===== src/rtl/fetch_timing_generator_if.sv =====
// Bus between the fetch timing generator and its surroundings: memory data,
// decode feedback and ready come in; T-state, IR, sync, sequence flags and
// the PC increment enable go out.
interface fetch_timing_generator_if;
    logic       rdy;
    logic [7:0] db_in;
    logic       t_end;
    logic       pc_inc_req;
    logic       irq_pending;
    logic       sync;
    logic [2:0] t_state;
    logic [7:0] ir;
    logic       i_pc;
    logic       rst_seq;
    logic       irq_seq;

    modport master (
        output rdy, db_in, t_end, pc_inc_req, irq_pending,
        input  sync, t_state, ir, i_pc, rst_seq, irq_seq
    );

    modport slave (
        input  rdy, db_in, t_end, pc_inc_req, irq_pending,
        output sync, t_state, ir, i_pc, rst_seq, irq_seq
    );
endinterface


===== src/rtl/fetch_timing_generator.sv =====
// Cycle timing and opcode-fetch sequencer upstream of the program counter.
// Tracks the T-state, latches the opcode into IR, predecodes single-byte
// opcodes and produces the PC increment enable. Reset and interrupts are
// handled by running an injected BRK with the fetched byte replaced by 00.
module fetch_timing_generator (
    input  logic                     phi_2,
    input  logic                     res_n,
    fetch_timing_generator_if.slave  bus
);

    typedef enum logic [2:0] {
        T1 = 3'd1,
        T2 = 3'd2,
        T3 = 3'd3,
        T4 = 3'd4,
        T5 = 3'd5,
        T6 = 3'd6,
        T7 = 3'd7
    } t_state_e;

    t_state_e   state;
    t_state_e   state_next;
    logic       sync_q;
    logic       sync_next;
    logic [7:0] ir_q;
    logic [7:0] ir_next;
    logic       rst_q;
    logic       rst_next;
    logic       irq_q;
    logic       irq_next;
    logic       single_byte;
    logic       i_pc;

    // State registers update on the falling edge, same as the PC registers.
    always_ff @(negedge phi_2 or negedge res_n) begin
        if (!res_n) begin
            state  <= T2;
            sync_q <= 1'b0;
            ir_q   <= 8'h00;
            rst_q  <= 1'b1;
            irq_q  <= 1'b0;
        end else begin
            state  <= state_next;
            sync_q <= sync_next;
            ir_q   <= ir_next;
            rst_q  <= rst_next;
            irq_q  <= irq_next;
        end
    end

    // Next-state: hold on stall, otherwise restart at T1 on t_end or count up to T7.
    always_comb begin
        state_next = state;
        sync_next  = sync_q;
        ir_next    = ir_q;
        rst_next   = rst_q;
        irq_next   = irq_q;
        if (bus.rdy) begin
            if (sync_q) begin
                ir_next = irq_q ? 8'h00 : bus.db_in;
            end
            if (bus.t_end && (state != T1)) begin
                state_next = T1;
                sync_next  = 1'b1;
                irq_next   = bus.irq_pending;
                rst_next   = 1'b0;
            end else begin
                sync_next = 1'b0;
                unique case (state)
                    T1:      state_next = T2;
                    T2:      state_next = T3;
                    T3:      state_next = T4;
                    T4:      state_next = T5;
                    T5:      state_next = T6;
                    T6:      state_next = T7;
                    default: state_next = T7;
                endcase
            end
        end
    end

    assign single_byte = (ir_q[3:0] == 4'h8) || (ir_q[3:0] == 4'hA);

    // PC increment enable: opcode and operand bytes advance the PC unless a forced BRK runs.
    always_comb begin
        i_pc = 1'b0;
        if (bus.rdy) begin
            unique case (state)
                T1:      i_pc = !irq_q;
                T2:      i_pc = !(single_byte || irq_q || rst_q);
                default: i_pc = bus.pc_inc_req && !irq_q && !rst_q;
            endcase
        end
    end

    assign bus.sync    = sync_q;
    assign bus.t_state = state;
    assign bus.ir      = ir_q;
    assign bus.i_pc    = i_pc;
    assign bus.rst_seq = rst_q;
    assign bus.irq_seq = irq_q;

endmodule


===== src/flat_wrapper.sv =====
// flat-port wrapper written by rule: the top's interface ports become plain ports
module fetch_timing_generator_flat 
  (phi_2, res_n, bus_rdy, bus_db_in, bus_t_end, bus_pc_inc_req, bus_irq_pending, bus_sync, bus_t_state, bus_ir, bus_i_pc, bus_rst_seq, bus_irq_seq);
  fetch_timing_generator_if bus_i ();
  input  logic phi_2;
  input  logic res_n;
  input wire logic [$bits(bus_i.rdy)-1:0] bus_rdy;
  input wire logic [$bits(bus_i.db_in)-1:0] bus_db_in;
  input wire logic [$bits(bus_i.t_end)-1:0] bus_t_end;
  input wire logic [$bits(bus_i.pc_inc_req)-1:0] bus_pc_inc_req;
  input wire logic [$bits(bus_i.irq_pending)-1:0] bus_irq_pending;
  output wire logic [$bits(bus_i.sync)-1:0] bus_sync;
  output wire logic [$bits(bus_i.t_state)-1:0] bus_t_state;
  output wire logic [$bits(bus_i.ir)-1:0] bus_ir;
  output wire logic [$bits(bus_i.i_pc)-1:0] bus_i_pc;
  output wire logic [$bits(bus_i.rst_seq)-1:0] bus_rst_seq;
  output wire logic [$bits(bus_i.irq_seq)-1:0] bus_irq_seq;
  assign bus_i.rdy = bus_rdy;
  assign bus_i.db_in = bus_db_in;
  assign bus_i.t_end = bus_t_end;
  assign bus_i.pc_inc_req = bus_pc_inc_req;
  assign bus_i.irq_pending = bus_irq_pending;
  assign bus_sync = bus_i.sync;
  assign bus_t_state = bus_i.t_state;
  assign bus_ir = bus_i.ir;
  assign bus_i_pc = bus_i.i_pc;
  assign bus_rst_seq = bus_i.rst_seq;
  assign bus_irq_seq = bus_i.irq_seq;
  fetch_timing_generator u_core (.phi_2(phi_2), .res_n(res_n), .bus(bus_i));
endmodule

===== config.mk =====
export PLATFORM = sky130hd
export DESIGN_NAME = fetch_timing_generator_flat
export DESIGN_NICKNAME = d
export VERILOG_FILES = /design/src/rtl/fetch_timing_generator_if.sv /design/src/rtl/fetch_timing_generator.sv /design/src/flat_wrapper.sv
export SDC_FILE = /design/constraint.sdc
export NUM_CORES = 1
export LEC_CHECK = 0
export ABC_AREA = 1
export BUFFER_PORTS_ARGS = -buffer_cell sky130_fd_sc_hd__buf_2
export CORE_MARGIN = 5
export CORE_UTILIZATION = 35
export DETAILED_ROUTE_END_ITERATION = 8
export PLACE_DENSITY = 0.62
export SYNTH_ARGS = -nofsm -noshare
export SYNTH_HDL_FRONTEND = slang
export SYNTH_SLANG_ARGS = --single-unit

===== constraint.sdc =====
create_clock -name phi_2 -period 2.7 [get_ports phi_2]
set_input_delay 0.675 -clock phi_2 [delete_from_list [all_inputs] [get_ports phi_2]]
set_output_delay 0.675 -clock phi_2 [all_outputs]
set_load 0.01 [all_outputs]

==> results.rst <==
.. list-table::
   :header-rows: 1

   * - Metric
     - Value
   * - Run status
     - complete, but fails checks
   * - Violations in the final reports
     - negative setup slack
   * - Number of max-capacitance violations reported
     - 0
   * - Netlist area before placement
     - 684 µm²
   * - WHS Path Cells
     - 2
   * - Worst-margin pin slew
     - 322 ps
   * - RSZ-0062 raised after global routing
     - true
   * - Vias in the first global route
     - 703
   * - Clock input transition at the sequential cells of the worst setup and hold paths
     - 60 ps
   * - Total number of clock tree sinks
     - 14
   * - Placeable core region
     - 0.00192 mm²
   * - Initial antenna violation count
     - 0
   * - Routed wire length per instance
     - 11.3 µm
   * - Fin util
     - 0.605
   * - Starting density of the core
     - 0.356
   * - Post-layout worst setup margin
     - -734 ps
   * - IO buf count
     - 28
   * - DRC Markers
     - 0
   * - Largest net degree at the start of global routing
     - 17
   * - Global-route wire length before repair
     - 3.06 mm
   * - Worst slew margin relative to its limit
     - 0.785
   * - Starting DRT DRC Count
     - 10
   * - Net count after synthesis
     - 102
   * - Placed cell count
     - 156
   * - Die footprint
     - 0.00294 mm²
   * - Worst-case reg-to-reg path depth
     - 9
   * - Congestion Overflow GR
     - 0
   * - Worst r2r dst
     - u_core.bus.t_state[0]
   * - Register-to-register setup slack
     - 990 ps
   * - Global router's overall resource usage
     - 0.146
   * - Non-filler cells in the finished layout
     - 170
   * - Total via count in the routed design
     - 745
   * - Ratio of cells with drive above 1 in the final layout
     - 0.497
   * - Worst hold path endpoint
     - u_core.bus.ir[5]
   * - Largest driver fanout on the critical path
     - 4
   * - Number of unique standard cell types used by synthesis
     - 17
   * - Critical path required time
     - 2030 ps
   * - Post-Synthesis Mean Instance Area
     - 7.87 µm²
   * - WP data arrival
     - 2760 ps
   * - Number of routed nets with antenna violations
     - 0
   * - Clock latency at the later pin of the worst-skew pair
     - 340 ps
   * - Worst path slowest cell
     - sky130_fd_sc_hd__dfstp_2
   * - Critical Path Source Type
     - flop
   * - Cell type with the highest occurrence count on the critical path
     - sky130_fd_sc_hd__buf_4
   * - Final hold vios
     - 0
   * - Post-Route Setup TNS
     - -3980 ps
   * - Power density over cell area
     - 1110 mW/mm²
   * - Y dimension of the die
     - 54.2 µm
   * - Gp weighted congestion
     - 0.801
   * - Die width
     - 54.2 µm
   * - Critical path capture point type
     - output port
   * - Top-level I/O count
     - 29
   * - Maximum buffer depth of the clock tree
     - 2
   * - Clock tree from TritonCTS
     - built
   * - Kind of critical path
     - flop to output port
   * - Final net count
     - 159
   * - Worst VDD drop
     - 0.571 mV
   * - Number of buffers inserted during clock tree synthesis
     - 3
   * - Inserted Diodes
     - 0
   * - Pleak
     - 0.650 nW
   * - Sequential-to-total area share from yosys stat
     - 0.516
   * - Total of flip-flops plus latches after synthesis
     - 14
   * - Rows
     - 16
   * - Half-perimeter wire length after placement
     - 1.31 mm
   * - WHS
     - 434 ps
   * - Cts-stage hold buffer count
     - 0
   * - Slowest stage delay, CP
     - 560 ps
   * - # H-tree levels
     - 1
   * - Worst Min Path Start
     - u_core.bus.ir[5]
   * - Final slew viol count
     - 0
   * - Routed via count divided by cell count
     - 4.38
   * - Type of the most critical hold path
     - flop to flop
   * - Overall power of the completed layout
     - 1.29 mW
   * - Length of the first detailed-routing pass in iterations
     - 4
   * - Setup-failing EPs final
     - 15
   * - CTS Root Buffer Type
     - sky130_fd_sc_hd__clkbuf_4
   * - Area added between synthesis and finish
     - 69.8%
   * - Clock Skew
     - 57.0 ps
   * - CP Cell Sequence
     - buf_4 -> buf_4 -> inv_2 -> nand3_2 -> a21oi_2 -> buf_2
   * - Total Wirelength
     - 1.92 mm
   * - Synthesis warning total
     - 0
   * - Post-Synthesis Cells
     - 87
   * - Startpoint of the worst-slack reg-to-reg timing path
     - u_core.bus.t_state[1]
## power by group
| group | total, mW | switching [mW] | internal (mW) |
|---|---|---|---|
| clock | 0.184 | 0.0790 | 0.105 |
| sequential | 0.362 | 0.0582 | 0.304 |
| combinational | 0.740 | 0.336 | 0.404 |
| total | 1.29 | 0.474 | 0.814 |
## routing by layer
layer,vias up,global-route usage,part of all wire
li1,384,-,-
met1,334,0.174,0.41
met2,20,0.243,0.52
met3,7,0.0109,0.033
met4,0,0.108,0.037
met5,-,0,0
## final cells by class
| cell class | instances | area [µm²] |
|---|---|---|
| multi-input cells | 60 | 290 |
| fillers | 184 | 759 |
| well taps | 27 | 33.8 |
| clock inverters | 3 | 25.0 |
| repair buffers | 53 | 400 |
| clock buffers | 3 | 22.5 |
| inverters | 10 | 37.5 |
| flip-flops and latches | 14 | 353 |
## cells in the mapped netlist
library cell / instances / area share
sky130_fd_sc_hd__nand2_2: 3 / 0.027
sky130_fd_sc_hd__inv_2: 2 / 0.011
sky130_fd_sc_hd__o21ai_1: 2 / 0.015
sky130_fd_sc_hd__nand3_1: 5 / 0.037
sky130_fd_sc_hd__dfstp_2: 2 / 0.077
sky130_fd_sc_hd__buf_4: 1 / 0.011
sky130_fd_sc_hd__nor2_1: 7 / 0.038
sky130_fd_sc_hd__clkinv_1: 1 / 0.0055
sky130_fd_sc_hd__o21ai_0: 8 / 0.059
sky130_fd_sc_hd__buf_6: 1 / 0.016
sky130_fd_sc_hd__dfrtn_1: 12 / 0.44
sky130_fd_sc_hd__nand3_2: 1 / 0.015
sky130_fd_sc_hd__a21oi_1: 2 / 0.015
sky130_fd_sc_hd__ha_1: 1 / 0.018
sky130_fd_sc_hd__inv_1: 8 / 0.044
sky130_fd_sc_hd__nand2_1: 30 / 0.16
sky130_fd_sc_hd__a31oi_1: 1 / 0.0091
## state kept, by name, summed over array words and instances, names as in the netlist
| signal | cells |
|---|---|
| u_core.bus.ir | 8 |
| u_core.bus.t_state | 3 |
| u_core.bus.irq_seq | 1 |
| u_core.bus.rst_seq | 1 |
| u_core.bus.sync | 1 |
## worst max-delay path: cells and delay by family, from the launching register on
family | cells | cell delay [ps]
flops | 1 | 560
buf+inv | 4 | 380
simple gates | 1 | 70
compound gates | 1 | 60
## how the worst max path moves through the flow
| stage | end | start | slack (ps) |
|---|---|---|---|
| after floorplan | bus_i_pc | u_core.bus.t_state[1] | -320 |
| after global placement | bus_i_pc | u_core.bus.t_state[1] | -330 |
| after detailed placement | bus_i_pc | u_core.bus.t_state[1] | -350 |
| after CTS | bus_i_pc | u_core.bus.t_state[1] | -690 |
| after global routing | bus_i_pc | u_core.bus.t_state[1] | -780 |
| final | bus_i_pc | u_core.bus.t_state[1] | -730 |
## timing repair
action                     4_1_cts  5_1_grt
setup endpoints to repair       15       15
pin swaps                        4        1
gates resized for setup          9        8
buffers inserted                 6        5
## through the flow
step	setup slack (ps)	area (µm²)
2_1_floorplan	-318	693
3_5_place_dp	-350	968
4_1_cts	-692	1100
6_report	-734	1160
5_1_grt	-776	1160
3_3_place_gp	-325	968
## cells in the final DEF (no fill, tap or decap)
| cell type | instances |
|---|---|
| sky130_fd_sc_hd__nand2_1 | 29 |
| sky130_fd_sc_hd__buf_2 | 20 |
| sky130_fd_sc_hd__buf_4 | 19 |
| sky130_fd_sc_hd__buf_6 | 14 |
| sky130_fd_sc_hd__dfrtn_1 | 12 |
| sky130_fd_sc_hd__inv_1 | 8 |
| sky130_fd_sc_hd__o21ai_0 | 8 |
| sky130_fd_sc_hd__nor2_1 | 6 |
| sky130_fd_sc_hd__nand2_2 | 4 |
| sky130_fd_sc_hd__inv_2 | 3 |
| sky130_fd_sc_hd__nand3_2 | 3 |
| sky130_fd_sc_hd__nand3_1 | 3 |
| sky130_fd_sc_hd__clkbuf_4 | 3 |
| sky130_fd_sc_hd__o21ai_1 | 2 |
| sky130_fd_sc_hd__dfstp_2 | 2 |
| sky130_fd_sc_hd__a21oi_1 | 1 |
| sky130_fd_sc_hd__nor2_2 | 1 |
| sky130_fd_sc_hd__clkinv_1 | 1 |
| sky130_fd_sc_hd__a21oi_2 | 1 |
| sky130_fd_sc_hd__a31oi_1 | 1 |
| sky130_fd_sc_hd__ha_1 | 1 |
| sky130_fd_sc_hd__bufinv_8 | 1 |
## cells by family after synthesis
| family | synth area share |
|---|---|
| DFF | 0.516 |
| and+or+nand+nor | 0.282 |
| AOI/OAI and AO/OA | 0.0969 |
| buffers and inverters | 0.0878 |
| adders and majority gates | 0.0183 |
No activity file was read; power rests on OpenSTA's default activity.
